==> src/rtl/traffic_light_pkg.sv <==
// Shared definitions for the traffic-light controller and its monitor.
//   state_t        : lamp phase, 2-bit (STOP=0, WAIT=1, GO=2, CAUTION=3)
//   mon_state_t    : monitor FSM state (TRACK, RESYNC)
//   PAT_*          : legal {red,yellow,green} lamp patterns
//   next_phase     : the only legal successor of a phase
//   expected_dwell : enabled cycles a phase should last, from the timer loads
package traffic_light_pkg;

    typedef enum logic [1:0] {
        STOP    = 2'd0,
        WAIT    = 2'd1,
        GO      = 2'd2,
        CAUTION = 2'd3
    } state_t;

    typedef enum logic {
        TRACK  = 1'b0,
        RESYNC = 1'b1
    } mon_state_t;

    localparam logic [2:0] PAT_STOP    = 3'b100;
    localparam logic [2:0] PAT_WAIT    = 3'b110;
    localparam logic [2:0] PAT_GO      = 3'b001;
    localparam logic [2:0] PAT_CAUTION = 3'b010;

    function automatic state_t next_phase(input state_t p);
        case (p)
            STOP:    return WAIT;
            WAIT:    return GO;
            GO:      return CAUTION;
            default: return STOP;
        endcase
    endfunction

    // The controller reloads its timer with CYCLE_x and advances when it hits
    // zero, so each phase is visible for CYCLE_x+1 enabled cycles.
    function automatic int unsigned expected_dwell(
        input state_t      p,
        input int unsigned c_red,
        input int unsigned c_red_yellow,
        input int unsigned c_green,
        input int unsigned c_yellow
    );
        case (p)
            STOP:    return c_red + 1;
            WAIT:    return c_red_yellow + 1;
            GO:      return c_green + 1;
            default: return c_yellow + 1;
        endcase
    endfunction

endpackage

==> src/rtl/traffic_light_lamp_decode.sv <==
// Combinational lamp decoder.
//   pat   : {red,yellow,green}
//   phase : decoded phase (STOP when the pattern is illegal)
//   legal : pattern is one of the four legal patterns
import traffic_light_pkg::*;

module traffic_light_lamp_decode (
    input  logic [2:0] pat,
    output state_t     phase,
    output logic       legal
);

    always_comb begin
        phase = STOP;
        legal = 1'b1;
        case (pat)
            PAT_STOP:    phase = STOP;
            PAT_WAIT:    phase = WAIT;
            PAT_GO:      phase = GO;
            PAT_CAUTION: phase = CAUTION;
            default:     legal = 1'b0;
        endcase
    end

endmodule

==> src/rtl/traffic_light_monitor.sv <==
// Passive checker on the traffic-light lamp outputs.
//   clk, rst_n          : clock, asynchronous active-low reset
//   en                  : enable shared with the controller
//   red, yellow, green  : observed lamps
//   clear               : synchronous clear of err_sticky/err_count/cycle_count
//   phase, phase_valid  : decoded phase (last legal value held) and legality
//   err_pattern         : pulse, entry into an illegal lamp pattern
//   err_sequence        : pulse, illegal phase order
//   err_timing          : pulse, dwell under/overrun
//   err_sticky          : any error since reset/clear
//   err_count           : saturating count of cycles with an error pulse
//   cycle_done          : pulse on a checked CAUTION->STOP
//   cycle_count         : saturating count of completed light cycles
// Lamps change at edge k, are sampled at k+1, flags appear at k+2.
import traffic_light_pkg::*;

module traffic_light_monitor #(
    parameter int unsigned CYCLE_RED        = 5,
    parameter int unsigned CYCLE_RED_YELLOW = 2,
    parameter int unsigned CYCLE_GREEN      = 5,
    parameter int unsigned CYCLE_YELLOW     = 2,
    parameter int unsigned CNT_WIDTH        = 8,
    parameter int unsigned STAT_WIDTH       = 16
) (
    input  logic                  clk,
    input  logic                  rst_n,
    input  logic                  en,
    input  logic                  red,
    input  logic                  yellow,
    input  logic                  green,
    input  logic                  clear,
    output logic [1:0]            phase,
    output logic                  phase_valid,
    output logic                  err_pattern,
    output logic                  err_sequence,
    output logic                  err_timing,
    output logic                  err_sticky,
    output logic [STAT_WIDTH-1:0] err_count,
    output logic                  cycle_done,
    output logic [STAT_WIDTH-1:0] cycle_count
);

    // Input stage. Reset to STOP so the first sampled cycle is not an error.
    logic       en_q_reg;
    logic [2:0] pat_q_reg;

    state_t     cur_phase;
    logic       cur_legal;

    // Tracking state
    mon_state_t           state_reg, state_next;
    state_t               phase_reg;      // last legal phase seen
    logic                 phase_valid_reg;
    logic                 prev_legal_reg; // previous sample was legal
    logic [CNT_WIDTH-1:0] dwell_reg, dwell_next;
    logic                 overrun_seen_reg, overrun_seen_next;

    // Output flags
    logic err_pattern_reg, err_pattern_next;
    logic err_sequence_reg, err_sequence_next;
    logic err_timing_reg, err_timing_next;
    logic cycle_done_reg, cycle_done_next;
    logic err_sticky_reg;
    logic [STAT_WIDTH-1:0] err_count_reg, cycle_count_reg;

    logic                 phase_change;
    logic                 order_ok;
    logic [CNT_WIDTH-1:0] dwell_inc;
    logic [CNT_WIDTH-1:0] exp_dwell;
    logic                 overrun_hit;
    logic                 any_err;

    traffic_light_lamp_decode u_decode (
        .pat   (pat_q_reg),
        .phase (cur_phase),
        .legal (cur_legal)
    );

    // Datapath helpers shared by the next-state and output logic
    assign phase_change = cur_legal && (cur_phase != phase_reg);
    assign order_ok     = (cur_phase == next_phase(phase_reg));
    assign dwell_inc    = (en_q_reg && (dwell_reg != '1)) ? dwell_reg + 1'b1 : dwell_reg;
    assign dwell_next   = phase_change ? (en_q_reg ? CNT_WIDTH'(1) : '0) : dwell_inc;
    assign exp_dwell    = CNT_WIDTH'(expected_dwell(phase_reg, CYCLE_RED, CYCLE_RED_YELLOW,
                                                    CYCLE_GREEN, CYCLE_YELLOW));
    // Overrun fires on the enabled cycle that pushes the dwell one past expected.
    assign overrun_hit  = cur_legal && !phase_change && !overrun_seen_reg &&
                          (dwell_inc == exp_dwell + 1'b1);
    assign any_err      = err_pattern_next | err_sequence_next | err_timing_next;

    // State register
    always_ff @(posedge clk or negedge rst_n) begin
        if (!rst_n) begin
            state_reg <= TRACK;
        end else begin
            state_reg <= state_next;
        end
    end

    // Next-state logic
    always_comb begin
        state_next = state_reg;
        case (state_reg)
            TRACK: begin
                if (!cur_legal) begin
                    state_next = RESYNC;
                end else if (phase_change && !order_ok) begin
                    state_next = RESYNC;
                end
            end
            default: begin
                // Only a legal-order step taken directly from a legal sample
                // proves the lamps are back in step.
                if (phase_change && order_ok && prev_legal_reg) begin
                    state_next = TRACK;
                end
            end
        endcase
    end

    // Output logic (next values of the registered flags)
    always_comb begin
        err_pattern_next  = !cur_legal && prev_legal_reg;
        err_sequence_next = 1'b0;
        err_timing_next   = 1'b0;
        cycle_done_next   = 1'b0;
        if ((state_reg == TRACK) && cur_legal) begin
            if (phase_change) begin
                if (!order_ok) begin
                    err_sequence_next = 1'b1;
                end else begin
                    if ((dwell_reg != exp_dwell) && !overrun_seen_reg) begin
                        err_timing_next = 1'b1;
                    end
                    if (phase_reg == CAUTION) begin
                        cycle_done_next = 1'b1;
                    end
                end
            end else if (overrun_hit) begin
                err_timing_next = 1'b1;
            end
        end
        // Without a phase change err_timing can only come from an overrun.
        overrun_seen_next = phase_change ? 1'b0 : (overrun_seen_reg | err_timing_next);
    end

    // Datapath and output registers
    always_ff @(posedge clk or negedge rst_n) begin
        if (!rst_n) begin
            en_q_reg         <= 1'b0;
            pat_q_reg        <= PAT_STOP;
            phase_reg        <= STOP;
            phase_valid_reg  <= 1'b0;
            prev_legal_reg   <= 1'b1;
            dwell_reg        <= '0;
            overrun_seen_reg <= 1'b0;
            err_pattern_reg  <= 1'b0;
            err_sequence_reg <= 1'b0;
            err_timing_reg   <= 1'b0;
            cycle_done_reg   <= 1'b0;
            err_sticky_reg   <= 1'b0;
            err_count_reg    <= '0;
            cycle_count_reg  <= '0;
        end else begin
            en_q_reg         <= en;
            pat_q_reg        <= {red, yellow, green};
            if (cur_legal) begin
                phase_reg <= cur_phase;
            end
            phase_valid_reg  <= cur_legal;
            prev_legal_reg   <= cur_legal;
            dwell_reg        <= dwell_next;
            overrun_seen_reg <= overrun_seen_next;
            err_pattern_reg  <= err_pattern_next;
            err_sequence_reg <= err_sequence_next;
            err_timing_reg   <= err_timing_next;
            cycle_done_reg   <= cycle_done_next;
            if (clear) begin
                err_sticky_reg  <= 1'b0;
                err_count_reg   <= '0;
                cycle_count_reg <= '0;
            end else begin
                err_sticky_reg <= err_sticky_reg | any_err;
                if (any_err && (err_count_reg != '1)) begin
                    err_count_reg <= err_count_reg + 1'b1;
                end
                if (cycle_done_next && (cycle_count_reg != '1)) begin
                    cycle_count_reg <= cycle_count_reg + 1'b1;
                end
            end
        end
    end

    assign phase        = phase_reg;
    assign phase_valid  = phase_valid_reg;
    assign err_pattern  = err_pattern_reg;
    assign err_sequence = err_sequence_reg;
    assign err_timing   = err_timing_reg;
    assign err_sticky   = err_sticky_reg;
    assign err_count    = err_count_reg;
    assign cycle_done   = cycle_done_reg;
    assign cycle_count  = cycle_count_reg;

endmodule

==> config.mk <==
export PLATFORM = sky130hd
export DESIGN_NAME = traffic_light_monitor
export DESIGN_NICKNAME = d
export VERILOG_FILES = /design/src/rtl/traffic_light_pkg.sv /design/src/rtl/traffic_light_lamp_decode.sv /design/src/rtl/traffic_light_monitor.sv
export SDC_FILE = /design/constraint.sdc
export NUM_CORES = 1
export LEC_CHECK = 0
export ABC_AREA = 1
export CORE_ASPECT_RATIO = 0.7
export CORE_MARGIN = 4
export CORE_UTILIZATION = 45
export CTS_CLUSTER_SIZE = 12
export DETAILED_ROUTE_END_ITERATION = 10
export GPL_ROUTABILITY_DRIVEN = 1
export PLACE_DENSITY = 0.68
export SLEW_MARGIN = 5
export SYNTH_ARGS = -nofsm -noshare
export SYNTH_HDL_FRONTEND = slang
export SYNTH_HIERARCHICAL = 1
export SYNTH_SLANG_ARGS = --single-unit
==> constraint.sdc <==
create_clock -name clk -period 4.35 [get_ports clk]
set_input_delay 0.6525 -clock clk [delete_from_list [all_inputs] [get_ports clk]]
set_output_delay 0.6525 -clock clk [all_outputs]
set_load 0.02 [all_outputs]
# Yosys cells after proc, flatten, opt, wreduce, memory -nomap -nowiden
# Index checks and enable logic that the tools add are counted.
[totals] ff_bits=55 inputBits=7 output_inout_bits=40 word_cells=89
[op_classes] n_addsub=4 eq_ne=14 muxes=29 n_bitwise=5 n_reduce_logical=22
[op_table] operator="two-way mux 16 bit" count=4
[op_table] operator="adder 16 x 1 -> 16 bit, second input constant" count=2
[op_table] operator="!= test 16 bit, second input constant" count=2
[op_table] operator="two-way mux 1 bit" count=20
[op_table] operator="adder 8 x 1 -> 8 bit, second input constant" count=2
[op_table] operator="two-way mux 8 bit" count=2
[op_table] operator="logical AND 1 bit" count=13
[op_table] operator="one-hot mux 2 bit (3 select lines)" count=2
[op_table] operator="equality test 8 bit" count=1
[op_table] operator="!= test 8 bit" count=1
[op_table] operator="!= test 8 bit, second input constant" count=1
[op_table] operator="equality test 3 bit, second input constant" count=2
[op_table] operator="equality test 2 bit, second input constant" count=2
[op_table] operator="logical NOT 1 bit" count=4
[op_table] operator="OR 1 bit" count=4
[op_table] operator="nonzero test 2 bit" count=2
[op_table] operator="OR reduction 4 bit" count=1
[op_table] operator="equality test 3 x 1 -> 1 bit, second input constant" count=1
[op_table] operator="equality test 3 x 2 -> 1 bit, second input constant" count=1
[op_table] operator="two-way mux 3 bit" count=1
[op_table] operator="equality test 2 x 1 -> 1 bit, second input constant" count=1
[op_table] operator="equality test 2 bit" count=1
[op_table] operator="logical NOT 2 bit" count=1
[op_table] operator="!= test 2 bit" count=1
[op_table] operator="other kinds (2)" count=2

# Logic depth before layout (Yosys ltp)
# Gate-level depths: netlist of the first run.
[logic_depth] word_depth=15 depth_mapped=18 mapped_depth_nobuf=17

# Cells and area by module
# The synthesis of the first run kept the hierarchy.
[by_module_without_submodules] module="traffic_light_monitor" n_inst=1 cells_per_inst=418 area_each_um2=3314.4 seq_area_each_um2=1378.8
[by_module_without_submodules] module="traffic_light_lamp_decode" n_inst=1 cells_per_inst=9 area_each_um2=40.0 seq_area_each_um2=0.0

# Least setup slack after synthesis of the first run
# No wires, ideal clock.
[synth_timing] path_type="flip-flop to flip-flop" start="register phase_reg[0], in the netlist phase[0]" end="register cycle_count_reg[6], in the netlist cycle_count[6]" setup_time_ns=0.123 arrival_time_ns=2.127 required_time_ns=4.227 slack_ns=2.099 path_stages_with_launch=14 path_buffers=1 synth_period_minus_slack_ns=2.251 path_cell_list="dfrtp_1 > inv_1 > ha_1 > nor2_1 > inv_1 > nand2_1 > nand3_1 > nor2_1 > nand3_1 > nor2_2 > inv_1 > buf_2 > o31ai_1 > nor2_1"
[synth_between] elab_chain_cells=8 elab_cells_between_ends=14 classes_between="eq/ne: 5; mux: 5; reduce/logical: 4"
[synth_rtl] item="from (decl)" line="traffic_light_monitor.sv:52" rtl="state_t phase_reg;"
[synth_rtl] item="from (signal assigned)" line="traffic_light_monitor.sv:168" rtl="phase_reg <= cur_phase;"
[synth_rtl] item="equality test 2 bit, or another cell as far along" line="traffic_light_pkg.sv:27" rtl="case (p)"
[synth_rtl] item="one-hot mux 2 bit (3 select lines)" line="traffic_light_pkg.sv:27"
[synth_rtl] item="equality test 2 bit" line="traffic_light_monitor.sv:81" rtl="assign order_ok = (cur_phase == next_phase(phase_reg));"
[synth_rtl] item="two-way mux 1 bit" line="traffic_light_monitor.sv:129" rtl="if (!order_ok) begin"
[synth_rtl] item="two-way mux 1 bit (*)" line="traffic_light_monitor.sv:128" rtl="if (phase_change) begin"
[synth_rtl] item="two-way mux 1 bit (*)" line="traffic_light_monitor.sv:127" rtl="if ((state_reg == TRACK) && cur_legal) begin"
[synth_rtl] item="logical AND 1 bit (*)" line="traffic_light_monitor.sv:187" rtl="if (cycle_done_next && (cycle_count_reg != '1)) begin"
[synth_rtl] item="nonzero test 2 bit (no source line) (*)"
[synth_rtl] item="to (signal assigned)" line="traffic_light_monitor.sv:188" rtl="cycle_count_reg <= cycle_count_reg + 1'b1;"
[synth_rtl] item="to (decl)" line="traffic_light_monitor.sv:64" rtl="logic [STAT_WIDTH-1:0] err_count_reg, cycle_count_reg;"
# Every way passes the cells marked *; elsewhere a longest branch is shown, timed or not.
# A chain may end at the register's enable or synchronous reset.

# Final worst setup path of the first run
[layout_timing] start="register phase_reg[0], in the netlist phase[0]" end="register cycle_count_reg[12], in the netlist cycle_count[12]"
# The elaborated chain is that of the path after synthesis.

==> summary.txt, run 1 <==
Route
  – Drt wl/cell: 12.9 um
  – Iteration count of the initial detailed-routing pass: 4
  – Drt drc: 0
  – Via density: 5.07
  – Initial DRC Count: 115
  – Final ANT Viol Nets: 0
  – Drt total wl: 7.34 mm
  – Via count: 2879

Synth
  – Yosys top cell by area: dfrtp_1
  – Top-area cell type share of the netlist area: 39.5%
  – Post-synthesis mux area share: 0%
  – Seq/Total Area, Yosys: 41.1%
  – Top post-synthesis cells by count: nand2_1 (99), inv_1 (58), dfrtp_1 (53)
  – Synth area leaders: dfrtp_1 (40%), nand2_1 (11%), inv_1 (6.5%), nand3_1 (6.0%), nand4_1 (4.1%)
  – Flop and latch count out of synthesis: 55
  – Syn_area_per_cell: 7.86 um2
  – Post-synth EDFFs: 0
  – Synth Area in Compound Gates: 6.30%
  – Simple-gate share of the synthesized area: 35.8%
  – Synth Area in Adders: 2.24%
  – Largest family of logic cells by synthesized area: simple AND/OR/NAND/NOR gates
  – Ys Warns: 6
  – Xor and xnor area share after synthesis: 5.74%
  – Syn nets: 440
  – Mapped Cells: 427
  – Async S/R FF share, synth: 100%
  – Most used DFF post-synth: dfrtp_1
  – Top-count cell post-synth: nand2_1
  – Netlist cell types: 35
  – Syn Std Cell Area: 3350 um2

Pwr
  – Design Power: 0.00106 W
  – Worst VDD drop: 0.170 mV
  – Static leakage: 1.88 nW
  – Pwr Density: 268 nW/um2

CTS
  – CTS Buf Count: 5
  – H-tree depth: 2
  – CTS clk-pin slew, worst paths: 0.10 ns
  – Post-cts resize count: 0
  – Clock latency on the worst-skew pair: 0.32 ns
  – Clock sinks: 55
  – Root buffer cell: clkbuf_8
  – TritonCTS clock tree: done
  – Post-CTS Setup Bufs: 0
  – Bufs on Longest Clock Path: 2
  – CTS hold repair buffers: 0

Floorplan
  – CORE AREA: 7290 um2
  – # rows: 26
  – IO Pins: 47
  – Die Y: 80.2 um
  – Initial Util: 46.0%
  – Die X: 111 um
  – Die ar.: 8920 um2

Worst setup path
  – Crit path DAT: 2.97 ns
  – R2R Path Start: phase[0]
  – R2R Setup Slk: 1.58 ns
  – Cell family with most CP delay: simple AND/OR/NAND/NOR gates
  – Setup CP Type: reg2reg
  – Crit-path cells: inv_1, ha_1, nor2_1, inv_1, nand2_1, nand3_1, nor2_1, nand3_1, nor2_2, inv_1, nand2_1, inv_1, nand2_1, o31ai_1
  – Slowest CP cell: dfrtp_1
  – Worst Reg-to-Reg Cells: 14
  – CP required: 4.55 ns
  – Critical Path Max Stage Delay: 0.46 ns
  – Worst path bufs/invs: 4
  – Setup crit end kind: flop
  – Startpoint Class: flop
  – CP most frequent cell: inv_1
  – Crit path max fanout: 12
  – Reg-to-Reg End: cycle_count[12]

Timing
  – Final worst-path cycle share: 63.6%
  – Min Tclk post-route: 2.77 ns
  – Worst relative slew slack: 49.7%
  – Final Hold Viols: 0
  – RSZ-0062 raised after global routing: false
  – Fmax: 362 MHz
  – Pins Over Slew Limit: 0
  – Least-Margin Pin Slew: 0.753 ns
  – Total negative setup slack: 0 ns
  – Clock Skew: 0.00799 ns
  – Final number of setup-violating endpoints: 0

Final layout
  – Post-route cell area: 3970 um2
  – Share of layout cells above drive strength 1: 8.72%
  – Nets@finish: 482
  – Layout Cells excl Fill: 568
  – Area grow syn2layout: 18.3%
  – ANT cells: 0

Placement
  – Dpl cell area: 3870 um2
  – DPL Wire Length: 5.29 mm
  – Placed cell count: 560
  – IO Port Bufs: 46
  – Final GP Congestion: 0.837

GRT
  – Largest net degree at the start of global routing: 43
  – Vias in the first global route: 2608
  – Initial antenna violation count: 0
  – All-Layer GR Usage: 16.9%
  – Global route overflow: 0
  – First-pass GRT wire length: 12.4 mm

Run
  – Max-cap violations: 0

Min path
  – Min-delay worst type: in2async

Outcome
  – Status: completed
==> area by class of cell <==
cell class / instances / area, um2
tap: 98 / 123
multi-input combinational: 299 / 1680
fill: 689 / 3320
inverter: 61 / 229
clock inverter: 3 / 25.0
timing repair buffer: 47 / 463
sequential: 55 / 1380
clock buffer: 5 / 68.8
==> through the flow <==
stage / util (%) / setup WS, ns / hold WS, ns
2_1_floorplan: - / 2.10 / 0.357
3_3_place_gp: 53.2 / 1.72 / 0.498
3_5_place_dp: 53.2 / 1.60 / 0.520
4_1_cts: 54.4 / 1.57 / 0.291
5_1_grt: 54.4 / 1.29 / 0.307
6_report: 54.4 / 1.58 / 0.279
==> report_power, final <==
part	switching (W)	internal, W	total (W)	leakage (nW)
logic	0.000131	0.0000735	0.000204	1.10
clock network	0.000178	0.000116	0.000293	0.0443
registers	0.0000302	0.000536	0.000566	0.737
total	0.000338	0.000725	0.00106	1.88
==> how the worst max path moves through the flow <==
stage / start / to / slack [ns] / depth (start not counted)
after floorplan: phase[0] / cycle_count[6] / 2.10 / 13
after CTS: phase[0] / cycle_count[12] / 1.57 / 14
after detailed placement: phase[0] / cycle_count[12] / 1.60 / 14
after global routing: phase[0] / cycle_count[3] / 1.29 / 13
final: phase[0] / cycle_count[12] / 1.58 / 14
after global placement: phase[0] / cycle_count[9] / 1.72 / 14
==> layout by cell type (no fill, tap or decap), types with 11 or more instances in the layout <==
cell | synthesis | final
o21ai_0 | 14 | 14
inv_1 | 58 | 58
clkdlybuf4s50_1 | 0 | 45
nand4_1 | 22 | 22
dfrtp_1 | 53 | 53
nand3_1 | 40 | 40
nor2_1 | 33 | 33
xor2_1 | 15 | 15
nand3_2 | 11 | 11
nand2_1 | 99 | 99
==> kinds of logic after synthesis <==
kind of cell    after synthesis
simple gates                235
xor+xnor                     22
buf+inv                      73
flops                        55
compound gates               36
fa+ha+maj                     6
==> per-layer routing <==
metal	global-route usage [%]	routed length, um	vias to the layer above
met3	3.39	415	7
met2	24.3	3090	73
met5	0	0	-
met1	25.5	3770	1324
li1	-	-	1475
met4	4.74	73	0
(Power assumes the default switching activity.)
==> run 2, diff against run 1 <==
==> constraint.sdc (replaced) <==
create_clock -name clk -period 2.7 [get_ports clk]
set_input_delay 0.405 -clock clk [delete_from_list [all_inputs] [get_ports clk]]
set_output_delay 0.405 -clock clk [all_outputs]
set_load 0.02 [all_outputs]
==> summary.txt, run 2 (synthesized netlist as in run 1, its figures left out) <==
GRT
  – Vias in the first global route: 2677
  – First-pass GRT wire length: 12.4 mm
  – Initial antenna violation count: 0
  – Largest net degree at the start of global routing: 56
  – Global route overflow: 0
  – All-Layer GR Usage: 16.7%

Worst setup path
  – Critical Path Max Stage Delay: 0.46 ns
  – Crit path launch: dwell_reg[0]
  – Cell family with most CP delay: simple AND/OR/NAND/NOR gates
  – Crit path DAT: 2.64 ns
  – Slowest CP cell: dfrtp_1
  – Crit-path cells: ha_1, nand2_2, nor2_4, nand2_4, nand2_4, nand2_1, nand2_1, inv_2, nand2_1, nor2_1, nand3_1, nand2_2, nand2_4, nand2_8, nand2_4, nand3_1, nand2_1
  – Worst path bufs/invs: 1
  – Crit path max fanout: 18
  – CP required: 2.91 ns
  – Setup CP Type: reg2reg
  – Setup crit end kind: flop
  – Startpoint Class: flop
  – R2R Path Start: dwell_reg[0]

Outcome
  – Status: completed

Timing
  – RSZ-0062 raised after global routing: false
  – Final Hold Viols: 0
  – Final number of setup-violating endpoints: 0
  – Pins Over Slew Limit: 0
  – Total negative setup slack: 0 ns
  – Final worst-path cycle share: 90.3%
  – Least-Margin Pin Slew: 0.714 ns
  – Clock Skew: 0.00689 ns
  – Fmax: 410 MHz
  – Min Tclk post-route: 2.44 ns
  – Final worst slack: 0.263 ns
  – Worst relative slew slack: 52.4%

Final layout
  – Area grow syn2layout: 20.7%
  – ANT cells: 0
  – Nets@finish: 493
  – Most frequent cells in the layout: nand2_1 (99), inv_1 (57), dfrtp_1 (53)
  – Filler cells: 674
  – Layout Cells excl Fill: 579
  – Commonest non-fill, non-tap cell in the layout: nand2_1
  – Share of layout cells above drive strength 1: 10.8%

CTS
  – CTS clk-pin slew, worst paths: 0.10 ns
  – TritonCTS clock tree: done
  – CTS hold repair buffers: 0
  – Bufs on Longest Clock Path: 2
  – Clock latency on the worst-skew pair: 0.31 ns
  – Root buffer cell: clkbuf_8
  – Clock sinks: 55
  – CTS Buf Count: 5
  – H-tree depth: 2

Route
  – Via density: 5.09
  – Iteration count of the initial detailed-routing pass: 4
  – Drt drc: 0
  – Drt wl/cell: 12.6 um
  – Drt total wl: 7.30 mm
  – Final ANT Viol Nets: 0
  – Initial DRC Count: 145
  – Via count: 2946

Floorplan
  – Die X: 111 um
  – Die ar.: 8920 um2
  – Initial Util: 46.0%
  – # rows: 26
  – Die Y: 80.2 um
  – IO Pins: 47
  – CORE AREA: 7290 um2

Min path
  – Min-delay worst type: in2async

Pwr
  – Worst VDD drop: 0.247 mV
  – Static leakage: 1.93 nW
  – Pwr Density: 422 nW/um2

Placement
  – IO Port Bufs: 46
  – DPL Wire Length: 5.30 mm
  – Final GP Congestion: 0.836
  – Placed cell count: 566
  – Pre-CTS WS: 0.207 ns

Run
  – Max-cap violations: 0
[run 2: cell types whose count changed in the layout (fill, tap and decap cells not counted), sizes merged]
cell / delta
buf: +11
clkinv: -1
clkinvlp: +1
inv: -1
clkbuf: +1
[run 2: layer usage]
layer	up-vias	wire length (um)	global-route usage [%]
met5	-	0	0
met4	0	30	2.43
met3	5	344	3.61
met2	63	3160	25.5
met1	1378	3770	24.8
li1	1500	-	-
[run 2: repair_timing]
action                     CTS  global route
setup buffers                0             5
setup endpoints to repair    0             7
resized for setup            0             2
[run 2: layout make-up]
cell class	instances	area [um2]	area share (%)
Timing Repair Buffer	58	546	13.5
Tap cell	98	123	3.03
Sequential cell	55	1380	34.0
Clock buffer	6	72.6	1.79
Multi-Input combinational cell	299	1690	41.6
Clock inverter	2	12.5	0.309
Inverter	61	233	5.75
[run 2: power breakdown]
part	total [W]	switching, W	internal, W
Clock	0.000462	0.000280	0.000182
Sequential	0.000911	0.0000487	0.000863
Combinational	0.000338	0.000213	0.000125
Total	0.00171	0.000541	0.00117
[run 2: worst paths after layout]
check,end,slack [ns],cells after the start
setup / recovery,err_count[2],0.26,17
hold / removal,err_count[8],0.20,2
setup reg to reg,err_count[2],0.26,17
hold reg to reg,err_sticky,0.52,2
max in group asynchronous,cycle_count[13],1.99,2
min in group clk,pat_q_reg[2],0.49,1
[run 2: through the flow]
| stage | power (W) | area (um2) | hold WS, ns | utilization, % |
|---|---|---|---|---|
| 2_1_floorplan | 0.00116 | 3350 | 0.109 | - |
| 3_3_place_gp | 0.00126 | 3920 | 0.498 | 53.8 |
| 3_5_place_dp | 0.00127 | 3920 | 0.491 | 53.8 |
| 4_1_cts | 0.00173 | 4000 | 0.252 | 54.9 |
| 5_1_grt | 0.00180 | 4050 | 0.280 | 55.6 |
| 6_report | 0.00171 | 4050 | 0.202 | 55.6 |
==> run 3, diff against run 2 <==
--- a/config.mk
+++ b/config.mk
@@ -11,10 +11,9 @@
 export CORE_UTILIZATION = 45
 export CTS_CLUSTER_SIZE = 12
 export DETAILED_ROUTE_END_ITERATION = 10
+export DONT_BUFFER_PORTS = 1
 export GPL_ROUTABILITY_DRIVEN = 1
-export PLACE_DENSITY = 0.68
 export SLEW_MARGIN = 5
 export SYNTH_ARGS = -nofsm -noshare
 export SYNTH_HDL_FRONTEND = slang
-export SYNTH_HIERARCHICAL = 1
 export SYNTH_SLANG_ARGS = --single-unit
==> summary.txt, run 3 <==
Outcome
  – Status: completed

Synth
  – Netlist cell types: 34
  – Syn_area_per_cell: 7.89 um2
  – Top-count cell post-synth: nand2_1
  – Yosys top cell by area: dfrtp_1
  – Flop and latch count out of synthesis: 55
  – Seq/Total Area, Yosys: 41.5%
  – Post-synth EDFFs: 0
  – Ys Warns: 0
  – Syn Std Cell Area: 3320 um2
  – Top post-synthesis cells by count: nand2_1 (92), inv_1 (62), dfrtp_1 (53)
  – Synth area leaders: dfrtp_1 (40%), nand2_1 (10%), inv_1 (7.0%), nand3_1 (6.3%), nand4_1 (4.9%)
  – Top-area cell type share of the netlist area: 39.9%
  – Async S/R FF share, synth: 100%
  – Syn nets: 434
  – Mapped Cells: 421
  – Most used DFF post-synth: dfrtp_1

Route
  – Via count: 2683
  – Drt total wl: 7.11 mm
  – Initial DRC Count: 166
  – Drt wl/cell: 13.6 um
  – Iteration count of the initial detailed-routing pass: 4
  – Via density: 5.12
  – Drt drc: 0
  – Final ANT Viol Nets: 0

Pwr
  – Static leakage: 1.82 nW
  – Worst VDD drop: 0.341 mV
  – Pwr Density: 469 nW/um2

Placement
  – DPL Wire Length: 5.02 mm
  – Placed cell count: 514
  – Final GP Congestion: 0.852
  – IO Port Bufs: 0

Worst setup path
  – CP required: 2.90 ns
  – Setup crit end kind: flop
  – Crit path DAT: 2.55 ns
  – Startpoint Class: flop
  – Setup CP Type: reg2reg
  – Crit path max fanout: 18

CTS
  – Root buffer cell: clkbuf_8
  – CTS Buf Count: 5
  – Clock sinks: 55
  – H-tree depth: 2
  – Post-CTS Setup Bufs: 0
  – Clock latency on the worst-skew pair: 0.30 ns
  – Bufs on Longest Clock Path: 2
  – CTS clk-pin slew, worst paths: 0.10 ns
  – TritonCTS clock tree: done

GRT
  – Vias in the first global route: 2372
  – Global route overflow: 0
  – Largest net degree at the start of global routing: 56
  – First-pass GRT wire length: 11.9 mm
  – All-Layer GR Usage: 16.6%
  – Initial antenna violation count: 0

Floorplan
  – # rows: 25
  – CORE AREA: 6940 um2
  – Die ar.: 8840 um2
  – Die Y: 79.9 um
  – IO Pins: 47
  – Die X: 111 um
  – Initial Util: 47.8%

Timing
  – Total negative setup slack: 0 ns
  – Final number of setup-violating endpoints: 0
  – Min Tclk post-route: 2.35 ns
  – Final worst-path cycle share: 87.0%
  – Clock Skew: 0.00462 ns
  – Final hold slack: 0.0855 ns
  – Fmax: 426 MHz
  – Least-Margin Pin Slew: 0.549 ns
  – Pins Over Slew Limit: 0
  – RSZ-0062 raised after global routing: false
  – Worst relative slew slack: 63.1%
  – Final Hold Viols: 0

Final layout
  – Layout Cells excl Fill: 524
  – Share of layout cells above drive strength 1: 11.9%
  – Filler cells: 683
  – Area grow syn2layout: 7.27%
  – Nets@finish: 442
  – Commonest non-fill, non-tap cell in the layout: nand2_1
  – Most frequent cells in the layout: nand2_1 (92), inv_1 (62), dfrtp_1 (53)
  – ANT cells: 0

Run
  – Max-cap violations: 0

Min path
  – Min-delay worst type: in2reg
## run 3: cell count changes in the layout (fill, tap and decap cells not counted), sizes merged, moves of 3 or more
cell / before / now
o31ai: 8 / 3
nor2: 37 / 34
nand4: 23 / 27
clkdlybuf4s50: 45 / 0
nand2: 106 / 102
o21ai: 14 / 17
inv: 60 / 65
## run 3: final cells by class
class                           count  area [um2]  share of cell area [%]
Tap cell                           94         118                    3.30
Sequential cell                    55        1380                    38.7
Timing Repair Buffer               12         113                    3.16
Inverter                           65         244                    6.85
Clock inverter                      1        8.76                   0.246
Clock buffer                        7        86.3                    2.42
Multi-Input combinational cell    290        1610                    45.3
## run 3: kinds of logic (layout without fill, tap and decap cells)
group           Yosys count  count (layout)  share of synthesized area, %
simple gates            234             234                          36.4
buf+inv                  76              85                          9.95
flops                    55              55                          41.5
compound gates           32              32                          5.16
xor+xnor                 18              18                          4.75
fa+ha+maj                 6               6                          2.26
## run 3: where the power goes
part / total [W] / switching [W] / internal (W) / leakage, nW
logic: 0.000285 / 0.000190 / 0.0000952 / 1.04
clock network: 0.000490 / 0.000278 / 0.000211 / 0.0484
registers: 0.000898 / 0.0000416 / 0.000856 / 0.736
## run 3: per-layer routing
layer / wire length, um / share of wire (%) / GRT usage [%]
met4: 52 / 0.73 / 3.44
met2: 2810 / 40 / 23.2
met1: 3700 / 52 / 24.6
met3: 540 / 7.6 / 5.53
met5: 0 / 0 / 0
## run 3: worst paths after layout
kind	startpoint	endpoint	slack, ns	depth (start not counted)
worst max-delay path	dwell_reg[1]	err_count[3]	0.35	16
worst min-delay path	red	pat_q_reg[2]	0.09	0
worst max register to register	dwell_reg[1]	err_count[3]	0.35	16
worst min register to register	state_reg	err_sequence	0.47	1
max in group asynchronous	rst_n	pat_q_reg[2]	1.79	2
min in group asynchronous	rst_n	dwell_reg[3]	0.61	2
## run 3: through the flow
step                      power (W)  utilization [%]  cell area (um2)  worst slack [ns]
after floorplan             0.00112                -             3320             0.400
after global placement      0.00117             49.4             3430             0.389
after detailed placement    0.00117             49.4             3430             0.320
after CTS                   0.00169             51.3             3560             0.278
after global routing        0.00177             51.3             3560            0.0630
final                       0.00167             51.3             3560             0.351
## run 3: repair_timing
item	in CTS	in global routing
setup endpoints to repair	0	1
hold buffers	2	0
endpoints found under the hold margin	55	0
gates resized for setup	0	1
## run 3: critical path: stages (launching register included)
cell,delay (ns)
dfrtp_1,0.45
ha_1,0.26
nand2_2,0.07
nor2_2,0.13
nand2_2,0.17
nand2_2,0.17
nand2_1,0.07
nand2_1,0.09
nand3_1,0.08
nand2_1,0.07
nand3_1,0.09
nand2_2,0.08
nand2_4,0.07
nand2_8,0.14
nand2_8,0.13
nand3_1,0.10
nand2_1,0.05
